$ cat config.mk
export PLATFORM = sky130hd
export DESIGN_NAME = wb_bus_arbiter_2m
export DESIGN_NICKNAME = d
export VERILOG_FILES = /design/src/rtl/wb_bus_arbiter_2m.sv
export SDC_FILE = /design/constraint.sdc
export NUM_CORES = 1
export LEC_CHECK = 0
export CORE_AREA = 2 2 123 125
export CTS_CLUSTER_DIAMETER = 100
export DETAILED_ROUTE_END_ITERATION = 6
export DIE_AREA = 0 0 125 127
export PLACE_DENSITY = 0.68
export SYNTH_ARGS = -nofsm -noshare
export SYNTH_HDL_FRONTEND = slang
export SYNTH_SLANG_ARGS = --single-unit
$ cat constraint.sdc
create_clock -name clk -period 1.8 [get_ports clk]
set_input_delay 0.45 -clock clk [delete_from_list [all_inputs] [get_ports clk]]
set_output_delay 0.45 -clock clk [all_outputs]
set_load 0.02 [all_outputs]
$ cat src/rtl/wb_bus_arbiter_2m.sv
// Two-master Wishbone arbiter: CPU data bus (m0) and instruction bus (m1)
// share one slave port. Grants are held for a whole bus cycle, ties resolve
// round-robin or fixed, and a watchdog aborts cycles the slave never acks.
module wb_bus_arbiter_2m #(
  parameter int AW      = 32,
  parameter int DW      = 32,
  parameter int RR_EN   = 1,
  parameter int TIMEOUT = 255
) (
  input  logic            clk,
  input  logic            rst_n,
  input  logic [AW-1:0]   m0_adr_i,
  input  logic [DW-1:0]   m0_dat_i,
  input  logic [DW/8-1:0] m0_sel_i,
  input  logic            m0_we_i,
  input  logic            m0_cyc_i,
  input  logic            m0_stb_i,
  output logic [DW-1:0]   m0_dat_o,
  output logic            m0_ack_o,
  output logic            m0_err_o,
  input  logic [AW-1:0]   m1_adr_i,
  input  logic [DW-1:0]   m1_dat_i,
  input  logic [DW/8-1:0] m1_sel_i,
  input  logic            m1_we_i,
  input  logic            m1_cyc_i,
  input  logic            m1_stb_i,
  output logic [DW-1:0]   m1_dat_o,
  output logic            m1_ack_o,
  output logic            m1_err_o,
  output logic [AW-1:0]   s_adr_o,
  output logic [DW-1:0]   s_dat_o,
  output logic [DW/8-1:0] s_sel_o,
  output logic            s_we_o,
  output logic            s_cyc_o,
  output logic            s_stb_o,
  input  logic [DW-1:0]   s_dat_i,
  input  logic            s_ack_i,
  input  logic            s_err_i,
  output logic [1:0]      gnt_o,
  output logic            timeout_o
);

  localparam int WW = (TIMEOUT > 0) ? $clog2(TIMEOUT + 1) : 1;
  localparam bit WD_EN = (TIMEOUT > 0);
  localparam logic [WW-1:0] WD_LAST = (TIMEOUT > 0) ? WW'(TIMEOUT - 1) : '0;
  localparam bit RR = (RR_EN != 0);

  typedef enum logic [1:0] {IDLE, BUSY, ABORT} state_t;

  state_t        state;
  logic [1:0]    gnt;
  logic          last_m1;
  logic [WW-1:0] wdog;
  logic          timeout_q;

  logic req0, req1, pick_m1, busy, owner_cyc, owner_stb, wd_hit;

  // Request decode, tie-break choice and watchdog limit detection
  always_comb begin
    req0      = m0_cyc_i & m0_stb_i;
    req1      = m1_cyc_i & m1_stb_i;
    pick_m1   = req1 & (~req0 | (RR & ~last_m1));
    busy      = (state == BUSY);
    owner_cyc = gnt[1] ? m1_cyc_i : m0_cyc_i;
    owner_stb = gnt[1] ? m1_stb_i : m0_stb_i;
    wd_hit    = WD_EN & busy & owner_stb & ~s_ack_i & ~s_err_i & (wdog == WD_LAST);
  end

  // Arbitration FSM with grant, round-robin history and watchdog counter
  always_ff @(posedge clk or negedge rst_n) begin
    if (!rst_n) begin
      state     <= IDLE;
      gnt       <= 2'b00;
      last_m1   <= 1'b1;
      wdog      <= '0;
      timeout_q <= 1'b0;
    end else begin
      case (state)
        IDLE: begin
          timeout_q <= 1'b0;
          if (req0 | req1) begin
            gnt     <= pick_m1 ? 2'b10 : 2'b01;
            last_m1 <= pick_m1;
            wdog    <= '0;
            state   <= BUSY;
          end
        end
        BUSY: begin
          if (s_ack_i | s_err_i) begin
            wdog <= '0;
          end else if (owner_stb) begin
            wdog <= wdog + 1'b1;
          end
          if (wd_hit) begin
            state     <= ABORT;
            timeout_q <= 1'b1;
          end else if (!owner_cyc) begin
            state <= IDLE;
            gnt   <= 2'b00;
          end
        end
        ABORT: begin
          state     <= IDLE;
          gnt       <= 2'b00;
          timeout_q <= 1'b0;
        end
        default: begin
          state     <= IDLE;
          gnt       <= 2'b00;
          timeout_q <= 1'b0;
        end
      endcase
    end
  end

  // Shared slave bus follows the owner only while a cycle is in progress
  always_comb begin
    s_adr_o = '0;
    s_dat_o = '0;
    s_sel_o = '0;
    s_we_o  = 1'b0;
    s_cyc_o = 1'b0;
    s_stb_o = 1'b0;
    if (busy) begin
      s_adr_o = gnt[1] ? m1_adr_i : m0_adr_i;
      s_dat_o = gnt[1] ? m1_dat_i : m0_dat_i;
      s_sel_o = gnt[1] ? m1_sel_i : m0_sel_i;
      s_we_o  = gnt[1] ? m1_we_i  : m0_we_i;
      s_cyc_o = owner_cyc;
      s_stb_o = owner_stb;
    end
  end

  // Slave responses routed to the owner only; abort forces an error pulse
  always_comb begin
    m0_dat_o  = s_dat_i;
    m1_dat_o  = s_dat_i;
    m0_ack_o  = busy & gnt[0] & s_ack_i & m0_stb_i;
    m1_ack_o  = busy & gnt[1] & s_ack_i & m1_stb_i;
    m0_err_o  = (busy & gnt[0] & s_err_i & m0_stb_i) | ((state == ABORT) & gnt[0]);
    m1_err_o  = (busy & gnt[1] & s_err_i & m1_stb_i) | ((state == ABORT) & gnt[1]);
    gnt_o     = gnt;
    timeout_o = timeout_q;
  end

endmodule

Word-level counts from Yosys, hierarchy flattened
Index checks and enable logic that the tools add are counted.
Widths: inputs -> output; s select.
{ "classes": {"n_addsub": 1, "n_eq_ne": 9, "mux": 26, "bitwise": 28, "n_reduce_logical": 6} }
{ "op_table": {"columns": ["operator", "count"], "rows": [
  ["$mux 32", 4],
  ["$mux 8", 3],
  ["$and 1x1->1", 19],
  ["$pmux 8 s2", 1],
  ["$mux 2", 6],
  ["$add 8x1->8 const B", 1],
  ["$eq 8x8->1 const B", 1],
  ["$mux 1", 8],
  ["$mux 4", 2],
  ["$pmux 2 s2", 2],
  ["$ne 2x2->1 const B", 3],
  ["$reduce_and 3->1", 2],
  ["$or 1x1->1", 5],
  ["$not 1->1", 4],
  ["$reduce_and 2->1", 2],
  ["$ne 3x1->1 const B", 1],
  ["$ne 3x2->1 const B", 1],
  ["$eq 2x1->1 const B", 1],
  ["$eq 2x2->1 const B", 1],
  ["$logic_not 2->1", 1],
  ["$ne 2x1->1 const B", 1],
  ["$reduce_bool 2->1", 1]
]} }
{ "totals": {"reg_bits": 14, "inputBits": 178, "out_inout_bits": 142, "elab_cells": 75} }

Longest topological paths before layout
Gate-level depths: netlist (run 1).
{ "logic_depth": {"ltp_word": 7, "mapped_depth": 6} }

Least setup slack after synthesis (run 1)
Ideal clock, no wire load.
{ "synth_timing": {"kind": "register to output", "from": "register gnt[1], in the netlist gnt_o[1]", "to": "output m1_err_o", "t_arrival_ns": 1.536, "required_ns": 1.350, "slack_ns": -0.186, "path_stages_with_launch": 4, "path_buffers": 2, "path_cell_list": "dfrtp_1 buf_2 buf_2 a21boi_0"} }
{ "synth_via": {"elab_chain_cells": 4} }
{ "synth_rtl": {"columns": ["item", "line_no", "source"], "rows": [
  ["start, declared", "51", "logic [1:0] gnt;"],
  ["start signal, assigned", "82", "gnt <= pick_m1 ? 2'b10 : 2'b01;"],
  ["$and 1x1->1 (3 in series)", "141", "m1_err_o = (busy & gnt[1] & s_err_i & m1_stb_i) | ((state == ABORT) & gnt[1]);"],
  ["$or 1x1->1 *", "141", null],
  ["end, declared", "29", "output logic m1_err_o,"]
]} }
Every way passes the cells marked *; elsewhere a longest branch is shown, timed or not.

Worst setup path after layout (run 1)
{ "layout_timing": {"from": "register gnt[1], in the netlist gnt_o[1]", "to": "register gnt[0], in the netlist gnt_o[0]"} }
{ "layout_via": {"elab_chain_cells": 7} }
{ "layout_rtl": {"columns": ["item", "line_no", "source"], "rows": [
  ["$mux 1", "65", "owner_stb = gnt[1] ? m1_stb_i : m0_stb_i;"],
  ["$and 1x1->1 (4 in series)", "66", "wd_hit = WD_EN & busy & owner_stb & ~s_ack_i & ~s_err_i & (wdog == WD_LAST);"],
  ["$ne 2x2->1 (no line)", null, null],
  ["$reduce_and 3->1 (no line) *", null, null]
]} }
Marked as above.
A chain may end at the register's enable or synchronous reset.

==> metrics.md, run 1 <==
| Metric | Value |
|---|---|
| Synth cell count leaders | nor2_1, mux2i_1, buf_4 |
| PnR worst setup slack | -0.230 ns |
| Final HPWL DP | 7760 um |
| Die Area | 15900 um^2 |
| Max-slew violation count | 0 |
| Hold buffer count at CTS | 0 |
| Ys flop type | dfrtp_1 |
| Worst-Skew Late Latency | 0.24 ns |
| Pwr Density | 948 nW/um^2 |
| CTS clk-pin slew, worst paths | 0.05 ns |
| Top cell type's share of synthesized area | 0.306 |
| Worst EP arrival | 2.16 ns |
| Pleak | 2.33 nW |
| Synth Net Count | 483 |
| Core ar. | 14400 um^2 |
| CTS tree | done |
| Initial antenna violation count | 0 |
| Via count | 2933 |
| Grt ovf | 0 |
| Post-synth EDFFs | 0 |
| Fin crit share | 1.13 |
| Met3 routed WL | 987 um |
| Via density | 4.24 |
| Met2 routed WL | 5840 um |
| Worst hold margin | 0.480 ns |
| Post-synthesis cell type count | 35 |
| Share of cells above drive strength 1 | 0.518 |
| Iteration-0 DRC Markers | 42 |
| Area Growth Syn to Fin | 153% |
| Class of the worst hold path | reg -> reg |
| Cell count after synthesis | 303 |
| Worst Path Max Fanout | 7 |
| Sequential fraction of the synthesis area | 0.152 |
| Drt wl/cell | 16.8 um |
| Num rows | 44 |
| Worst slew pin tran | 0.315 ns |
| Clock Tree Root | clkbuf_16 |
| Initial Utilization | 0.161 |
| Async set-or-reset flop fraction in the synthesized netlist | 1.00 |
| Crit. End Element | register |
| Largest net degree at the start of global routing | 43 |
| Diodes inserted | 0 |
| Peak Freq | 493 MHz |
| VDD IR-drop max | 0.578 mV |
| Min Tclk post-route | 2.03 ns |
| RSZ-0062 raised after global routing | yes |
| Total GRT Usage | 0.121 |
| Clk_skew | 0.00227 ns |
| 1st-pass router iterations | 4 |
| Fillers | 1365 |
| Failing checks | negative setup slack |
| Slew headroom | 0.784 |
| Die H | 127 um |
| Wl on met1 | 4610 um |
| Synth area leaders | mux2i_1, buf_4, dfrtp_1 |
| Top layer in use | met4 |
| Yosys top cell by area | mux2i_1 |
| First-pass GRT wire length | 15700 um |
| Overall power | 0.00557 W |
| Avg Cell Area, Syn | 7.66 um^2 |
| Detailed Route WL | 11600 um |
| Port Buffers | 223 |
| Vias in the first global route | 3037 |
| Final setup violation count | 76 |
| Max H-tree Level | 1 |
| Inserted Clock Buffers | 3 |
| Worst Path Required | 1.93 ns |
| Clock sink total | 14 |
| Setup Crit Path Kind | reg -> reg |
| Status | complete, but fails checks |
| CTS Buffer Depth | 2 |
| Post-synthesis cell area | 2320 um^2 |
| Nets | 689 |
| Most numerous cell in the Yosys netlist | nor2_1 |
| Die width | 125 um |
| IO Pins | 320 |
| RePlAce Congestion | 0.830 |
| Syn. warnings | 0 |
| CP Launch Type | register |
| Number of remaining DRC errors | 0 |
| Remaining antenna violation count after routing | 0 |
| Max_cap viols | 0 |
| Final Hold Fails | 0 |
| Flops & latches, synth | 14 |
==> layout make-up <==
| cell class | count | area [um^2] | share of cell area |
|---|---|---|---|
| timing repair buffer | 282 | 3060 | 0.521 |
| multi-input combinational | 206 | 2130 | 0.363 |
| sequential | 14 | 355 | 0.0605 |
| tap | 184 | 230 | 0.0392 |
| clock buffer | 4 | 88.8 | 0.0151 |
| inverter | 2 | 7.51 | 0.00128 |
==> layer usage <==
layer  track usage  vias to the layer above
met1         0.142                     1355
met2         0.220                      165
met3        0.0327                       25
li1              -                     1388
met4        0.0242                        0
met5             0                        -
==> placed cells by master, fill, tap and decap left out, types with 2 or more instances in the layout <==
cell | Yosys | final
nor2_2 | 0 | 38
mux2i_4 | 0 | 20
nor3_1 | 3 | 2
and3_1 | 3 | 3
clkbuf_16 | 0 | 6
nor2_1 | 76 | 6
inv_1 | 2 | 2
o31ai_2 | 0 | 3
a31oi_1 | 2 | 2
nand3_1 | 5 | 5
a21oi_1 | 3 | 3
and4_1 | 3 | 3
nand2_1 | 6 | 6
dfrtp_1 | 13 | 12
ha_1 | 2 | 2
buf_4 | 64 | 36
dlygate4sd2_1 | 0 | 2
mux2i_1 | 71 | 34
clkdlybuf4s50_1 | 0 | 144
nor2_4 | 0 | 32
a21o_1 | 3 | 3
buf_6 | 0 | 78
mux2i_2 | 0 | 17
buf_16 | 0 | 5
o21ai_1 | 0 | 6
buf_12 | 0 | 10
==> flip-flops by register name, indices dropped and copies added (netlist names) <==
name	flops
last_m1	1
timeout_o	1
gnt_o	2
state	2
wdog	8
==> final timing paths <==
| check | slack [ns] | cells after the start | start | to |
|---|---|---|---|---|
| setup / recovery | -0.23 | 6 | gnt_o[1]$_DFFE_PN0P_ | gnt_o[0]$_DFFE_PN0P_ |
| hold / removal | 0.48 | 1 | timeout_o$_DFFE_PN0P_ | timeout_o$_DFFE_PN0P_ |
| setup reg to reg | -0.23 | 6 | gnt_o[1]$_DFFE_PN0P_ | gnt_o[0]$_DFFE_PN0P_ |
| hold reg to reg | 0.48 | 1 | timeout_o$_DFFE_PN0P_ | timeout_o$_DFFE_PN0P_ |
| max in group asynchronous | 1.03 | 2 | rst_n | last_m1$_DFFE_PN1P_ |
| min in group asynchronous | 0.52 | 2 | rst_n | wdog[2]$_DFFE_PN0P_ |
==> power breakdown <==
part	internal [W]	switching (W)
clock network	0.000337	0.000129
logic	0.00254	0.00215
registers	0.000367	0.0000547
total	0.00324	0.00233
==> critical path, stage by stage (launching register included) <==
cell     delay (ns)
dfrtp_4        0.52
buf_12         0.15
buf_16         0.14
mux2_4         0.30
and4b_4        0.20
or3_4          0.37
a32o_2         0.24
==> cells by family after synthesis <==
family / Yosys count / share of synthesized area
adder cells (fa/ha/maj): 2 / 0.0108
flip-flops: 14 / 0.152
buffers and inverters: 83 / 0.243
AND/OR/NAND/NOR: 104 / 0.198
multiplexers: 72 / 0.313
AO/OA/AOI/OAI: 27 / 0.0793
XOR/XNOR: 1 / 0.00378
==> per-stage QoR <==
stage               area, um^2  TNS, ns   util  worst slack [ns]  instances
global route              5880   -15.97  0.407            -0.288        692
detailed placement        4680   -30.14  0.324            -0.475        658
floorplan                 2480   -0.205      -           -0.0451        303
CTS                       5000   -11.00  0.347            -0.245        681
finish                    5880   -11.25  0.407            -0.230        692
global placement          4680   -29.41  0.324            -0.511        658
==> what timing repair did <==
item | 4_1_cts | 5_1_grt
pin swaps | 7 | 23
resized for setup | 375 | 214
endpoints found under the setup margin | 87 | 87
buffers inserted | 14 | 11
gates cloned | 5 | 4
Note: power is estimated with default switching activity, not from simulation.
==> inputs of run 2 (changes only) <==
--- a/config.mk
+++ b/config.mk
@@ -10,6 +10,7 @@
 export DETAILED_ROUTE_END_ITERATION = 6
 export DIE_AREA = 0 0 125 127
 export PLACE_DENSITY = 0.68
+export SLEW_MARGIN = 5
 export SYNTH_ARGS = -nofsm -noshare
 export SYNTH_HDL_FRONTEND = slang
 export SYNTH_SLANG_ARGS = --single-unit
==> results of run 2 <==
Same layout as run 1: the final DEF is identical, and so are final timing and power.
